## config.mk

```make
export PLATFORM = sky130hd
export DESIGN_NAME = decode_ctrl_seq
export DESIGN_NICKNAME = d
export VERILOG_FILES = /design/src/rtl/decode_ctrl_seq.sv
export SDC_FILE = /design/constraint.sdc
export NUM_CORES = 1
export LEC_CHECK = 0
export BUFFER_PORTS_ARGS = -buffer_cell sky130_fd_sc_hd__buf_2
export CAP_MARGIN = 20
export CORE_MARGIN = 2
export CORE_UTILIZATION = 45
export CTS_CLUSTER_SIZE = 10
export DETAILED_ROUTE_END_ITERATION = 6
export PLACE_DENSITY = 0.74
export SYNTH_ARGS = -nofsm -noshare
export SYNTH_HDL_FRONTEND = slang
export SYNTH_SLANG_ARGS = --single-unit
```

## constraint.sdc

```tcl
create_clock -name clk -period 1.8 [get_ports clk]
set_clock_uncertainty 0.15 [all_clocks]
set_input_delay 0.18 -clock clk [delete_from_list [all_inputs] [get_ports clk]]
set_output_delay 0.18 -clock clk [all_outputs]
set_load 0.01 [all_outputs]
```

## src/rtl/decode_ctrl_seq.sv

```systemverilog
// Registered decode-stage control sequencer: IF/ID opcode -> ID/EX control word with
// valid/ready, stall hold, flush kill, MUL throttling and TLBWRITE/IRET drain.
// Optional illegal-opcode pulse: define DECODE_ILLEGAL_TRAP_EN.
module decode_ctrl_seq #(
    parameter int OPC_W   = 6,
    parameter int MUL_LAT = 3,
    parameter int CNT_W   = 4
) (
    input  logic             clk,
    input  logic             reset,
    input  logic             instr_valid,
    input  logic [OPC_W-1:0] opcode,
    input  logic             stall_in,
    input  logic             flush,
    input  logic             ex_empty,
    output logic             ready,
    output logic             ctrl_valid,
    output logic             reg_dst,
    output logic             branch,
    output logic             mem_read,
    output logic             mem_to_reg,
    output logic             mem_write,
    output logic             alu_src,
    output logic             reg_write,
    output logic             jump,
    output logic             word,
    output logic             tlb_write,
    output logic             iret,
    output logic             ignore_op2,
    output logic             busy
`ifdef DECODE_ILLEGAL_TRAP_EN
    ,
    output logic             illegal_op
`endif
);

    localparam logic [OPC_W-1:0] OP_ADD    = OPC_W'(8'h00);
    localparam logic [OPC_W-1:0] OP_SUB    = OPC_W'(8'h01);
    localparam logic [OPC_W-1:0] OP_MUL    = OPC_W'(8'h02);
    localparam logic [OPC_W-1:0] OP_LDB    = OPC_W'(8'h10);
    localparam logic [OPC_W-1:0] OP_LDW    = OPC_W'(8'h11);
    localparam logic [OPC_W-1:0] OP_STB    = OPC_W'(8'h12);
    localparam logic [OPC_W-1:0] OP_STW    = OPC_W'(8'h13);
    localparam logic [OPC_W-1:0] OP_MOVRM1 = OPC_W'(8'h20);
    localparam logic [OPC_W-1:0] OP_BEQ    = OPC_W'(8'h30);
    localparam logic [OPC_W-1:0] OP_JUMP   = OPC_W'(8'h31);
    localparam logic [OPC_W-1:0] OP_TLBWR  = OPC_W'(8'h3C);
    localparam logic [OPC_W-1:0] OP_IRET   = OPC_W'(8'h3D);

    localparam logic [CNT_W-1:0] MUL_WAIT_CNT = CNT_W'(MUL_LAT - 1);

    typedef struct packed {
        logic reg_dst;
        logic branch;
        logic mem_read;
        logic mem_to_reg;
        logic mem_write;
        logic alu_src;
        logic reg_write;
        logic jump;
        logic word;
        logic tlb_write;
        logic iret;
        logic ignore_op2;
    } ctrl_t;

    typedef enum logic [1:0] {RUN, MUL_WAIT, DRAIN, ISSUED} state_t;

    function automatic ctrl_t decode(input logic [OPC_W-1:0] op);
        ctrl_t c;
        c = '0;
        case (op)
            OP_ADD, OP_SUB, OP_MUL: begin
                c.reg_dst   = 1'b1;
                c.reg_write = 1'b1;
            end
            OP_LDB, OP_LDW: begin
                c.mem_read   = 1'b1;
                c.mem_to_reg = 1'b1;
                c.alu_src    = 1'b1;
                c.reg_write  = 1'b1;
                c.word       = (op == OP_LDW);
            end
            OP_STB, OP_STW: begin
                c.mem_write = 1'b1;
                c.alu_src   = 1'b1;
                c.word      = (op == OP_STW);
            end
            OP_BEQ:  c.branch = 1'b1;
            OP_JUMP: c.jump   = 1'b1;
            OP_MOVRM1: begin
                c.reg_dst    = 1'b1;
                c.reg_write  = 1'b1;
                c.ignore_op2 = 1'b1;
            end
            OP_TLBWR: c.tlb_write = 1'b1;
            OP_IRET:  c.iret      = 1'b1;
            default: ;
        endcase
        return c;
    endfunction

    state_t           state_q, state_d;
    ctrl_t            ctrl_q, ctrl_d;
    logic             vld_q, vld_d;
    logic [CNT_W-1:0] cnt_q, cnt_d;
    logic             pend_iret_q, pend_iret_d;
    logic             xfer, is_serial;

    assign ready     = (state_q == RUN) && !stall_in && !reset;
    assign xfer      = instr_valid && ready;
    assign is_serial = (opcode == OP_TLBWR) || (opcode == OP_IRET);
    assign busy      = (state_q != RUN);

`ifdef DECODE_ILLEGAL_TRAP_EN
    logic ill_q, ill_d;
    logic op_defined;
    always_comb begin
        op_defined = 1'b0;
        case (opcode)
            OP_ADD, OP_SUB, OP_MUL, OP_LDB, OP_LDW, OP_STB, OP_STW,
            OP_MOVRM1, OP_BEQ, OP_JUMP, OP_TLBWR, OP_IRET: op_defined = 1'b1;
            default: op_defined = 1'b0;
        endcase
    end
    assign illegal_op = ill_q;
`endif

    always_comb begin
        state_d     = state_q;
        ctrl_d      = ctrl_q;
        vld_d       = vld_q;
        cnt_d       = cnt_q;
        pend_iret_d = pend_iret_q;
`ifdef DECODE_ILLEGAL_TRAP_EN
        ill_d       = ill_q;
`endif
        if (flush) begin
            state_d = RUN;
            ctrl_d  = '0;
            vld_d   = 1'b0;
            cnt_d   = '0;
`ifdef DECODE_ILLEGAL_TRAP_EN
            ill_d   = 1'b0;
`endif
        end else if (!stall_in) begin
            // anything not explicitly issued below becomes a clean bubble
            ctrl_d = '0;
            vld_d  = 1'b0;
`ifdef DECODE_ILLEGAL_TRAP_EN
            ill_d  = 1'b0;
`endif
            case (state_q)
                RUN: begin
                    if (instr_valid && is_serial) begin
                        state_d     = DRAIN;
                        pend_iret_d = (opcode == OP_IRET);
                    end else if (xfer) begin
                        ctrl_d = decode(opcode);
                        vld_d  = 1'b1;
`ifdef DECODE_ILLEGAL_TRAP_EN
                        ill_d  = !op_defined;
`endif
                        if (opcode == OP_MUL && MUL_WAIT_CNT != '0) begin
                            cnt_d   = MUL_WAIT_CNT;
                            state_d = MUL_WAIT;
                        end
                    end
                end
                MUL_WAIT: begin
                    cnt_d = cnt_q - 1'b1;
                    if (cnt_q == CNT_W'(1)) state_d = RUN;
                end
                DRAIN: begin
                    if (ex_empty) begin
                        ctrl_d.tlb_write = !pend_iret_q;
                        ctrl_d.iret      = pend_iret_q;
                        vld_d            = 1'b1;
                        state_d          = ISSUED;
                    end
                end
                ISSUED:  state_d = RUN;
                default: state_d = RUN;
            endcase
        end
    end

    always_ff @(posedge clk or posedge reset) begin
        if (reset) begin
            state_q     <= RUN;
            ctrl_q      <= '0;
            vld_q       <= 1'b0;
            cnt_q       <= '0;
            pend_iret_q <= 1'b0;
`ifdef DECODE_ILLEGAL_TRAP_EN
            ill_q       <= 1'b0;
`endif
        end else begin
            state_q     <= state_d;
            ctrl_q      <= ctrl_d;
            vld_q       <= vld_d;
            cnt_q       <= cnt_d;
            pend_iret_q <= pend_iret_d;
`ifdef DECODE_ILLEGAL_TRAP_EN
            ill_q       <= ill_d;
`endif
        end
    end

    assign ctrl_valid = vld_q;
    assign {reg_dst, branch, mem_read, mem_to_reg, mem_write, alu_src,
            reg_write, jump, word, tlb_write, iret, ignore_op2} = ctrl_q;

endmodule

```

==> run_results.csv <==
group,metric,value,unit
cells_and_area,drive_above_1_share,0.2955,
pwr,total_power,805.2,uW
critical_path,crit_arrival,1780,ps
global_routing,grt.total_usage,0.1804,
cells_and_area,synthToLayoutAreaGrowth,21.14,%
global_routing,grt_pass1_wl,3512,um
synth,syn_inst,101,
pwr,peakVddDrop,0.3969,mV
routing,routedWlPerCell,13.96,um
cells_and_area,fillers,186,
synth,synth_top_cell_by_area,"dfrtp_1",
cells_and_area,nNetsFinal,147,
timing,slew-limit-headroom,0.5145,
clocking,cts_sinks,19,
cells_and_area,design_area,0.001197,sq mm
global_routing,first_global_vias,836,
run,drv_cap,0,
synth,ys_top_cells_by_area,"dfrtp_1 (48%), inv_1 (4.6%), a22o_1 (4.4%)",
floorplan,die_w,50.87,um
synth,synthFlopType,"dfrtp_1",
synth,synth_edf_count,0,
timing,fin_crit_sh,0.9669,
floorplan,pin_count,27,
timing,fin_ws,59.57,ps
critical_path,crit_fanout,7,
critical_path,rr_worst_depth,4,
timing,hold_viol,0,
synth,synth_warnings,0,
synth,synth-async-reset-ratio,1.000,
clocking,path_clk_slew,110,ps
placed_design,place_congestion,0.8147,
clocking,cts_buffer_depth,2,
pwr,p_leak,0.0006246,uW
routing,dr.pass1.iters,4,
synth,ys_seq_elements,19,
pwr,powerDensity,672.5,mW/mm^2
timing,drv_slew,0,
timing,worst-slew-pin-transition,727.5,ps
critical_path,end_kind,"flip-flop",
routing,drtIter0Drc,29,
timing,tns,0,ps
placed_design,place_area,0.001149,sq mm
synth,ys_seq_area_frac,0.4810,
clocking,cts_root_buf,"clkbuf_4",
timing,setup_viol,0,
critical_path,rrSetupSlack,60,ps
floorplan,die-area,0.002587,sq mm
clocking,clk_latency,290,ps
routing,drcViolationCount,0,
floorplan,core_area,0.002022,sq mm
routing,ant_nets,0,
floorplan,die_height,50.87,um
cells_and_area,n_antenna_cell,0,
global_routing,antenna_found_initial,0,
routing,vias,910,
routing,wl,2219,um
timing,fmax,574.6,MHz
placed_design,place_ws,69.54,ps
critical_path,worstSetupPathType,"reg2reg",
synth,post_synth_num_cell_types,32,
min_path,worstHoldPathType,"in2reg",
outcome,status,"complete, no violations",
critical_path,rr_startpoint,"state_q[1]",
clocking,cts_made_buffers,3,
synth,syn_area_per_cell,9.787,sq um
global_routing,grt_max_degree,20,
floorplan,start_util,0.4889,
synth,syn_nets,115,
placed_design,dpl.hpwl,1662,um
floorplan,num_rows,16,
routing,viasPerCell,5.723,
min_path,hold_depth,2,
min_path,whs_endpoint,"state_q[1]",
synth,yosysTopAreaCellShare,0.4810,
clocking,htreeDepth,1,
clocking,cts_tree,"done",
synth,netlist_area,988.4,sq um
global_routing,overflow,0,
placed_design,io_buffers,26,
critical_path,rr_endpoint,"cnt_q[1]",
critical_path,cp-start-kind,"flip-flop",
timing,min_period,1740,ps
critical_path,worstPathRequired,1840,ps
min_path,min_from,"flush",
clocking,cts_setup_buffers,0,
-- repair_timing --
action	4_1_cts	5_1_grt
endpoints found under the setup margin	0	2
hold endpoints to repair	20	0
gates resized for setup	0	1
hold buffers	2	0
-- power breakdown --
part | switching (uW) | leakage, uW | internal (uW) | total (uW)
logic | 82.2 | 0.000352 | 54.5 | 137
clock network | 133 | 0.0000177 | 82.6 | 215
registers | 11.6 | 0.000255 | 442 | 453
-- synth_stat cells (2+ instances only) --
library cell	count
a21oi_1	2
a22o_1	5
a31oi_1	4
buf_4	2
dfrtp_1	19
ha_1	2
inv_1	12
nand2_1	7
nand3_1	6
nand4_1	3
nor2_1	8
nor3_1	3
o21ai_0	8
o311ai_0	2
-- cell families (layout without fill, tap and decap cells) --
logic type | count (synthesis) | in the layout | synth area share
and+or+nand+nor | 37 | 37 | 0.2253
DFF | 19 | 19 | 0.4810
buffers and inverters | 15 | 46 | 0.06455
adders and majority gates | 3 | 3 | 0.03544
AOI/OAI and AO/OA | 25 | 25 | 0.1722
muxes | 2 | 2 | 0.02152
-- critical path, stage by stage (launching register included) --
cell and delay [ps]:
dfrtp_2 470, nor4_4 310, nand4_1 200, nand2_1 170, mux2_2 340
-- sequential cells by signal (all words and copies together) (netlist names) --
name / cells
alu_src: 1
jump: 1
branch: 1
state_q: 2
reg_dst: 1
reg_write: 1
ignore_op2: 1
cnt_q: 4
tlb_write: 1
iret: 1
ctrl_valid: 1
mem_read: 1
word: 1
mem_write: 1
pend_iret_q: 1
-- placed cells by master (no fill, tap or decap), types with 2 or more instances in the layout --
| cell type | n |
|---|---|
| nand4_1 | 3 |
| a21oi_1 | 2 |
| ha_1 | 2 |
| nor2_1 | 8 |
| dlygate4sd3_1 | 2 |
| a31oi_1 | 4 |
| o21ai_0 | 8 |
| inv_1 | 12 |
| o311ai_0 | 2 |
| nor3_1 | 3 |
| buf_4 | 2 |
| buf_2 | 26 |
| clkbuf_4 | 3 |
| a22o_1 | 5 |
| nand2_1 | 7 |
| nand3_1 | 6 |
| dfrtp_1 | 18 |
-- how the worst max path moves through the flow --
stage	startpoint	end	slack, ps	depth (start not counted)
6_report	state_q[1]	cnt_q[1]	60	4
2_1_floorplan	state_q[1]	cnt_q[1]	110	4
3_3_place_gp	state_q[1]	cnt_q[1]	130	4
3_5_place_dp	state_q[1]	cnt_q[1]	70	4
4_1_cts	state_q[1]	cnt_q[1]	60	4
5_1_grt	state_q[1]	state_q[0]	-1	4
-- per-layer routing --
layer	up-vias	track usage	routed length, um
met4	0	0.07207	13
met2	29	0.3092	1069
li1	430	-	-
met3	2	0.02632	105
met5	-	0	0
met1	449	0.2287	1031
-- metrics by stage --
step	util	hold slack, ps	cells
final	0.5922	8.824	159
after CTS	0.5916	9.950	159
after global routing	0.5922	20.80	159
after detailed placement	0.5681	222.7	153
after floorplan	-	-18.87	101
after global placement	0.5681	216.9	153
-- area by class of cell --
class | count | area (sq um) | share of cell area
sequential | 19 | 476.7 | 0.3981
multi-input combinational | 67 | 449.2 | 0.3751
timing repair buffer | 30 | 165.2 | 0.1379
inverter | 12 | 45.04 | 0.03762
tap | 27 | 33.78 | 0.02821
clock buffer | 3 | 22.52 | 0.01881
clock inverter | 1 | 5.005 | 0.004180
No activity file was read; power rests on OpenSTA's default activity.
